===== src/rtl/cpu_run_ctrl.sv =====
// rtl/cpu_run_ctrl.sv - run/step/breakpoint controller producing a CPU clock-enable
// Debounced single-step, free-running/slow run, PC breakpoint and a hard cycle limit.
module cpu_run_ctrl #(
  parameter int CYCLE_LIMIT = 2048,
  parameter int DIV_WIDTH   = 24,
  parameter int DEB_CYCLES  = 16
) (
  input  logic        clk,
  input  logic        rstn,
  input  logic        run_sw,
  input  logic        fast_sw,
  input  logic        step_btn,
  input  logic        bp_en,
  input  logic [31:0] bp_addr,
  input  logic [31:0] pc,
  output logic        cpu_ce,
  output logic [31:0] cycle_cnt,
  output logic [1:0]  state,
  output logic        halted
);

  localparam int              DCW      = $clog2(DEB_CYCLES + 1);
  localparam logic [31:0]     LIMIT    = 32'(CYCLE_LIMIT);
  localparam logic [DCW-1:0]  DEB_LAST = DCW'(DEB_CYCLES - 1);

  typedef enum logic [1:0] {IDLE = 2'd0, RUN = 2'd1, STEP = 2'd2, HALT = 2'd3} state_t;

  state_t               cur;
  logic                 sync1, sync2;
  logic                 deb_level, deb_prev;
  logic [DCW-1:0]       deb_cnt;
  logic [DIV_WIDTH-1:0] div;
  logic                 armed;
  logic                 step_req, tick, bp_hit, at_limit, below_limit;

  // deb_cnt counts consecutive samples disagreeing with the accepted level
  always_ff @(posedge clk or negedge rstn) begin
    if (!rstn) begin
      sync1     <= 1'b0;
      sync2     <= 1'b0;
      deb_level <= 1'b0;
      deb_prev  <= 1'b0;
      deb_cnt   <= '0;
    end else begin
      sync1    <= step_btn;
      sync2    <= sync1;
      deb_prev <= deb_level;
      if (sync2 == deb_level) begin
        deb_cnt <= '0;
      end else if (deb_cnt == DEB_LAST) begin
        deb_level <= sync2;
        deb_cnt   <= '0;
      end else begin
        deb_cnt <= deb_cnt + 1'b1;
      end
    end
  end

  always_ff @(posedge clk or negedge rstn) begin
    if (!rstn) div <= '0;
    else       div <= div + 1'b1;
  end

  assign step_req    = deb_level & ~deb_prev;
  assign tick        = fast_sw | (&div);
  assign bp_hit      = armed & bp_en & (pc == bp_addr);
  assign at_limit    = (cycle_cnt == LIMIT);
  assign below_limit = (cycle_cnt < LIMIT);

  always_ff @(posedge clk or negedge rstn) begin
    if (!rstn) begin
      cur       <= IDLE;
      cpu_ce    <= 1'b0;
      cycle_cnt <= '0;
      armed     <= 1'b0;
    end else begin
      cpu_ce <= 1'b0;
      case (cur)
        IDLE: begin
          if (run_sw) begin
            cur   <= RUN;
            armed <= 1'b0;
          end else if (step_req) begin
            cur <= STEP;
          end
        end
        RUN: begin
          if (at_limit) begin
            cur <= HALT;
          end else if (!run_sw) begin
            cur <= IDLE;
          end else if (tick) begin
            if (bp_hit) begin
              cur <= HALT;
            end else if (below_limit) begin
              cpu_ce    <= 1'b1;
              cycle_cnt <= cycle_cnt + 32'd1;
              armed     <= 1'b1;
            end
          end
        end
        STEP: begin
          if (below_limit) begin
            cpu_ce    <= 1'b1;
            cycle_cnt <= cycle_cnt + 32'd1;
          end
          cur <= IDLE;
        end
        HALT: begin
          // the limit halt can only be left through reset
          if (!at_limit) begin
            if (!run_sw)       cur <= IDLE;
            else if (step_req) cur <= STEP;
          end
        end
        default: cur <= IDLE;
      endcase
    end
  end

  assign state  = cur;
  assign halted = (cur == HALT);

endmodule


===== config.mk =====
export PLATFORM = sky130hd
export DESIGN_NAME = cpu_run_ctrl
export DESIGN_NICKNAME = d
export VERILOG_FILES = /design/src/rtl/cpu_run_ctrl.sv
export SDC_FILE = /design/constraint.sdc
export NUM_CORES = 1
export LEC_CHECK = 0
export BUFFER_PORTS_ARGS = -buffer_cell sky130_fd_sc_hd__buf_2
export CORE_MARGIN = 3
export CORE_UTILIZATION = 40
export CTS_CLUSTER_DIAMETER = 60
export DETAILED_ROUTE_END_ITERATION = 8
export PLACE_DENSITY_LB_ADDON = 0.25
export SETUP_SLACK_MARGIN = 0.2
export SYNTH_ARGS = -nofsm -noshare
export SYNTH_HDL_FRONTEND = slang
export SYNTH_SLANG_ARGS = --single-unit

===== constraint.sdc =====
create_clock -name clk -period 3.6 [get_ports clk]
set_clock_uncertainty 0.05 [all_clocks]
set_input_delay 0.36 -clock clk [delete_from_list [all_inputs] [get_ports clk]]
set_output_delay 0.36 -clock clk [all_outputs]
set_load 0.02 [all_outputs]

==> results of run 1 <==
[layer usage]
| layer | share of wire [%] | GRT usage, % | up-vias |
|---|---|---|---|
| met4 | 1.6 | 6.07 | 0 |
| li1 | - | - | 1219 |
| met3 | 7.9 | 4.45 | 11 |
| met5 | 0 | 0 | - |
| met2 | 47 | 26.0 | 92 |
| met1 | 43 | 20.0 | 1133 |
[per-stage QoR]
stage | cells | hold WS, ps | cell area, sq um | utilization [%]
after global placement | 489 | 285 | 3910 | 49.6
after floorplan | 301 | 14.4 | 3330 | -
after global routing | 505 | 70.7 | 4120 | 52.2
final | 505 | 86.3 | 4120 | 52.2
after CTS | 505 | 72.8 | 4120 | 52.2
after detailed placement | 489 | 296 | 3910 | 49.6
[flip-flops by register name, indices dropped and copies added (netlist names), 2 cells and up]
signal,flops
cycle_cnt,32
div,24
deb_cnt,5
state,2
[power by group through the flow]
stage | Sequential (mW) | Clock [mW] | Combinational [mW]
after floorplan | 0.986 | 0 | 0.301
after global placement | 0.934 | 0 | 0.546
after detailed placement | 0.933 | 0 | 0.555
after CTS | 0.920 | 0.666 | 0.559
after global routing | 0.931 | 0.700 | 0.616
final | 0.919 | 0.653 | 0.551
[cells in the final DEF (no fill, tap or decap), types with 2 or more instances in the layout]
master    count
and3_1        8
o21ai_0       3
dfrtp_1      69
and4_1        2
buf_2       105
nor4_1       13
nor4_4        2
and2_1        6
a31o_2        2
xnor2_1      17
nor4_2        2
nand3_1      13
ha_1          8
clkbuf_8     10
inv_6         2
inv_1        12
xor2_1       50
nand4_1      11
nor3_1       14
nand2_1      18
buf_4         2
nor2_1       10
o32a_1        2
a21oi_1       4
[area by class of cell]
| cell class | count | share of cell area (%) |
|---|---|---|
| clock buffer | 10 | 3.34 |
| multi-input combinational | 199 | 35.8 |
| clock inverter | 6 | 1.67 |
| sequential | 69 | 41.9 |
| inverter | 12 | 1.09 |
| tap | 102 | 3.10 |
| timing repair buffer | 107 | 13.1 |
[worst register-to-register path, stage by stage (launching register included)]
cell and delay, ps:
dfrtp_1 400, nor4_1 320, nand3_1 210, nor4_2 630, inv_1 180, nor4b_2 270
xor2_1 180
[path summary, 6_finish.rpt]
path | end
min | sync1$_DFF_PN0_
min in group asynchronous | div[2]$_DFF_PN0_
min reg2reg | sync2$_DFF_PN0_
max | cycle_cnt[4]$_DFFE_PN0P_
max in group asynchronous | armed$_DFFE_PN0P_
max reg2reg | cycle_cnt[4]$_DFFE_PN0P_
[kinds of logic after synthesis]
group / Yosys count
compound gates: 14
xor+xnor: 67
fa+ha+maj: 8
buf+inv: 33
flops: 69
mux: 3
simple gates: 107
==> qor.yml, run 1 <==
p_clk_share_pct: 30.8
worst-path-stages: 6
synth_edf_count: 0
synth_compound_area_share_pct: 2.93
grt_max_degree: 48
nFillCells: 701
fin_crit_sh_pct: 64.5
synthMuxAreaShare_pct: 1.09
maxCapViolations: 0
cts_tree: "yes"
synthCells: 301
tns_ps: 0
leakage_nw: 2.19
synthArstFlopShare_pct: 100
crit_slowest_cell: "nor4_2"
io_pins: 106
cts_hold_buf: 0
ys_top_cells_by_area: "dfrtp_1 52%, xor2_1 13%, xnor2_1 4.5%, ha_1 3.0%, nor4_1 2.4%"
path_delay_family: "simple AND/OR/NAND/NOR gates"
hpwl_um: 5450
area_growth_pct: 23.8
synth-simple-area-share_pct: 19.6
final.setup.worst_slack_ps: 1280
fin_crit_ps: 2320
track_usage_pct: 15.9
synthXorXnorAreaFrac_pct: 17.6
synth_top_cells_by_count: "69 x dfrtp_1, 50 x xor2_1, 20 x clkbuf_1"
postRouteAntennaNets: 0
clock_latency_ps: 340
drive_gt1_share_pct: 34.2
io_buffer_count: 105
wl_per_cell_um: 14.1
postCtsSetupBuffers: 0
ff_latch_area_sq_um: 1730
slew-limit-headroom_pct: 31.1
avgSynthCellArea_sq_um: 11.1
core_area_sq_um: 7890
power_frac_comb_pct: 26.0
die_area_sq_um: 9450
worstPathRequired_ps: 3810
yosysMostFrequentCell: "dfrtp_1"
path_max_fanout: 8
arrival_ps: 2530
antenna_found_initial: 0
die_x_um: 97.2
cts_resized: 0
seq_area_frac_synth_pct: 51.9
worst-path-buf-inv: 1
startpoint_type: "flop"
cts_made_buffers: 9
rsz0062_at_grt: "no"
n_antenna_cell: 0
ys_ff_latch: 69
drt_first_pass_iters: 4
p_int_mw: 1.41
worstRegToRegCells: 6
min_from: "step_btn"
yosysTopAreaCellShare_pct: 51.9
crit_type: "flop to flop"
h-tree-depth: 3
synthAdderAreaFrac_pct: 3.01
r2r_start: "cycle_cnt[27]$_DFFE_PN0P_"
synth_cell_types: 36
hold_depth: 1
gp_congestion: 0.896
drv_slew: 0
fmax_mhz: 431
p_switching_mw: 0.709
drc: 0
status: "completed"
grt_pass1_wl_um: 12200
clock-sinks: 69
layout.nets: 476
cp_cell_sequence: "nor4_1 -> nand3_1 -> nor4_2 -> inv_1 -> nor4b_2 -> xor2_1"
reg2reg_slack_ps: 1280
syn_area_sq_um: 3330
first_global_vias: 2562
vias_per_cell: 4.86
wl_um: 7100
die_h_um: 97.2
multi_input_area_sq_um: 1470
peakVddDrop_v: 0.000292
critPathLaunch: "cycle_cnt[27]$_DFFE_PN0P_"
cts_root_buffer: "clkbuf_8"
vias: 2455
drtIter0Drc: 91
power_frac_seq_pct: 43.3
cts.path.max_buffers: 2
finalPower_mw: 2.12
min_path_type: "primary input to flop"
place_ws_ps: 1130
hold_viol: 0
synth_top_family_by_area: "simple AND/OR/NAND/NOR gates"
synth_area_leader_cell: "dfrtp_1"
setup_viol: 0
power.density_nw_per_um2: 515
slowest_delay_ps: 630
initial_utilization_pct: 42.2
end_kind: "flop"
clk_pin_slew_ps: 80
rows: 32
synthesis.nets: 379
worst_pin_slew_ps: 1030
grt_overflow: 0
synth_warnings: 0
synthFlopType: "dfrtp_1"
switching_share_pct: 33.4
No activity file was read; power rests on OpenSTA's default activity.
==> run 2, diff against run 1 <==
==> constraint.sdc (replaced) <==
create_clock -name clk -period 2.44 [get_ports clk]
set_clock_uncertainty 0.05 [all_clocks]
set_input_delay 0.244 -clock clk [delete_from_list [all_inputs] [get_ports clk]]
set_output_delay 0.244 -clock clk [all_outputs]
set_load 0.02 [all_outputs]
==> run 2 against run 1 <==
  * Critical path depth rose by 1
  * Sequential power rose by 48%
  * Global-route usage rose by 0.078 points
  * Via count rose by 3.1%
  * Non-clock buffer count rose by 6
==> qor.yml, run 2 (same netlist as run 1, synthesis figures left out) <==
slowest_delay_ps: 440
track_usage_pct: 15.9
clk_pin_slew_ps: 70
drc: 0
place_ws_ps: 246
cts_root_buffer: "clkbuf_8"
drtIter0Drc: 57
peakVddDrop_v: 0.000266
hold_depth: 3
final.setup.worst_slack_ps: 262
n_antenna_cell: 0
clock_latency_ps: 340
fmax_mhz: 459
maxCapViolations: 0
largest_register_ffs: 32
antenna_found_initial: 1
largest_registers: "cycle_cnt: 32 flops, div: 24 flops, deb_cnt: 5 flops"
clock-sinks: 69
drt_first_pass_iters: 4
worstRegToRegCells: 7
status: "completed"
regMostFlops: "cycle_cnt"
fin_crit_ps: 2180
finish.utilization_pct: 53.5
layout.nets: 482
worst-path-stages: 7
finalPower_mw: 3.15
area_growth_pct: 26.9
final_common_cell: "buf_2"
wl_um: 7230
crit_type: "flop to flop"
grt_overflow: 0
vias_per_cell: 4.97
hpwl_um: 5540
end_kind: "flop"
fin_crit_sh_pct: 89.3
die_x_um: 97.2
gp_congestion: 0.880
cts.path.max_buffers: 2
worstPathRequired_ps: 2660
final_cell_mix: "105 x buf_2, 69 x dfrtp_1, 50 x xor2_1"
initial_utilization_pct: 42.2
slew-limit-headroom_pct: 52.8
wl_per_cell_um: 14.2
arrival_ps: 2400
leakage_nw: 2.23
grt_max_degree: 41
tns_ps: 0
final_area_sq_um: 4220
rsz0062_at_grt: "yes"
setup_viol: 0
crit_slowest_cell: "or3b_2"
first_global_vias: 2618
worst_pin_slew_ps: 709
die_h_um: 97.2
min_path_type: "primary input to flop"
path_delay_family: "simple AND/OR/NAND/NOR gates"
vias: 2531
postRouteAntennaNets: 0
cts_tree: "yes"
io_buffer_count: 105
drv_slew: 0
io_pins: 106
core_area_sq_um: 7890
power.density_nw_per_um2: 747
h-tree-depth: 3
die_area_sq_um: 9450
grt_pass1_wl_um: 12100
cts_made_buffers: 9
cp_cell_sequence: "ha_4 -> nand4_1 -> nor4_4 -> a31o_2 -> buf_4 -> or3b_2 -> a21oi_2"
path_max_fanout: 5
hold_viol: 0
place_area_sq_um: 3940
startpoint_type: "flop"
drive_gt1_share_pct: 35.6
worst-path-buf-inv: 1
rows: 32
-- run 2: cell count changes in the layout (fill, tap and decap cells not counted), moves of 2 or more --
cell,change
nor4_2,+3
dlygate4sd3_1,+2
nor4_1,-3
inv_6,-2
buf_4,+3
-- run 2: path summary, 6_finish.rpt --
path	from	to	slack [ps]
max in group asynchronous	rstn	div[11]$_DFF_PN0_	1270
worst min-delay path	run_sw	armed$_DFFE_PN0P_	270
worst max register to register	div[0]$_DFF_PN0_	cpu_ce$_DFF_PN0_	260
worst max-delay path	div[0]$_DFF_PN0_	cpu_ce$_DFF_PN0_	260
min in group asynchronous	rstn	div[15]$_DFF_PN0_	440
worst min register to register	sync1$_DFF_PN0_	sync2$_DFF_PN0_	300
-- run 2: per-stage QoR --
step / cells / hold slack, ps
floorplan: 301 / -102
global placement: 491 / 281
detailed placement: 491 / 289
CTS: 507 / 242
global route: 509 / 287
finish: 509 / 269
-- run 2: metal layers --
| layer | up-vias | share of wire [%] | GRT usage [%] |
|---|---|---|---|
| met1 | 1200 | 41 | 18.3 |
| met2 | 91 | 49 | 27.3 |
| met4 | 2 | 1.7 | 7.35 |
| li1 | 1226 | - | - |
| met3 | 12 | 7.6 | 4.74 |
| met5 | - | 0.21 | 0 |
-- run 2: repair_timing --
item,4_1_cts,5_1_grt
resized for setup,0,8
buffers inserted,0,2
endpoints found under the setup margin,0,11
hold endpoints to repair,30,0
hold buffers,2,0
-- run 2: report_power, final --
part	total, mW	switching (mW)	internal, mW	leakage (nW)
logic	0.860	0.494	0.366	1.21
clock network	0.934	0.416	0.518	0.0975
registers	1.36	0.116	1.24	0.922
total	3.15	1.03	2.13	2.23
-- run 2: area by class of cell --
| type | instances | area [sq um] |
|---|---|---|
| Multi-Input combinational cell | 199 | 1520 |
| Clock buffer | 11 | 151 |
| Inverter | 12 | 45.0 |
| Timing Repair Buffer | 113 | 603 |
| Fill cell | 703 | 3660 |
| Sequential cell | 69 | 1730 |
| Tap cell | 102 | 128 |
| Clock inverter | 3 | 46.3 |
-- run 2: worst reg2reg max path, delay by kind of cell (launching register included) --
kind	cells	cell delay (ps)
AND/OR/NAND/NOR	3	930
buffers and inverters	1	130
flip-flops	1	410
AO/OA/AOI/OAI	2	410
adder cells (fa/ha/maj)	1	180
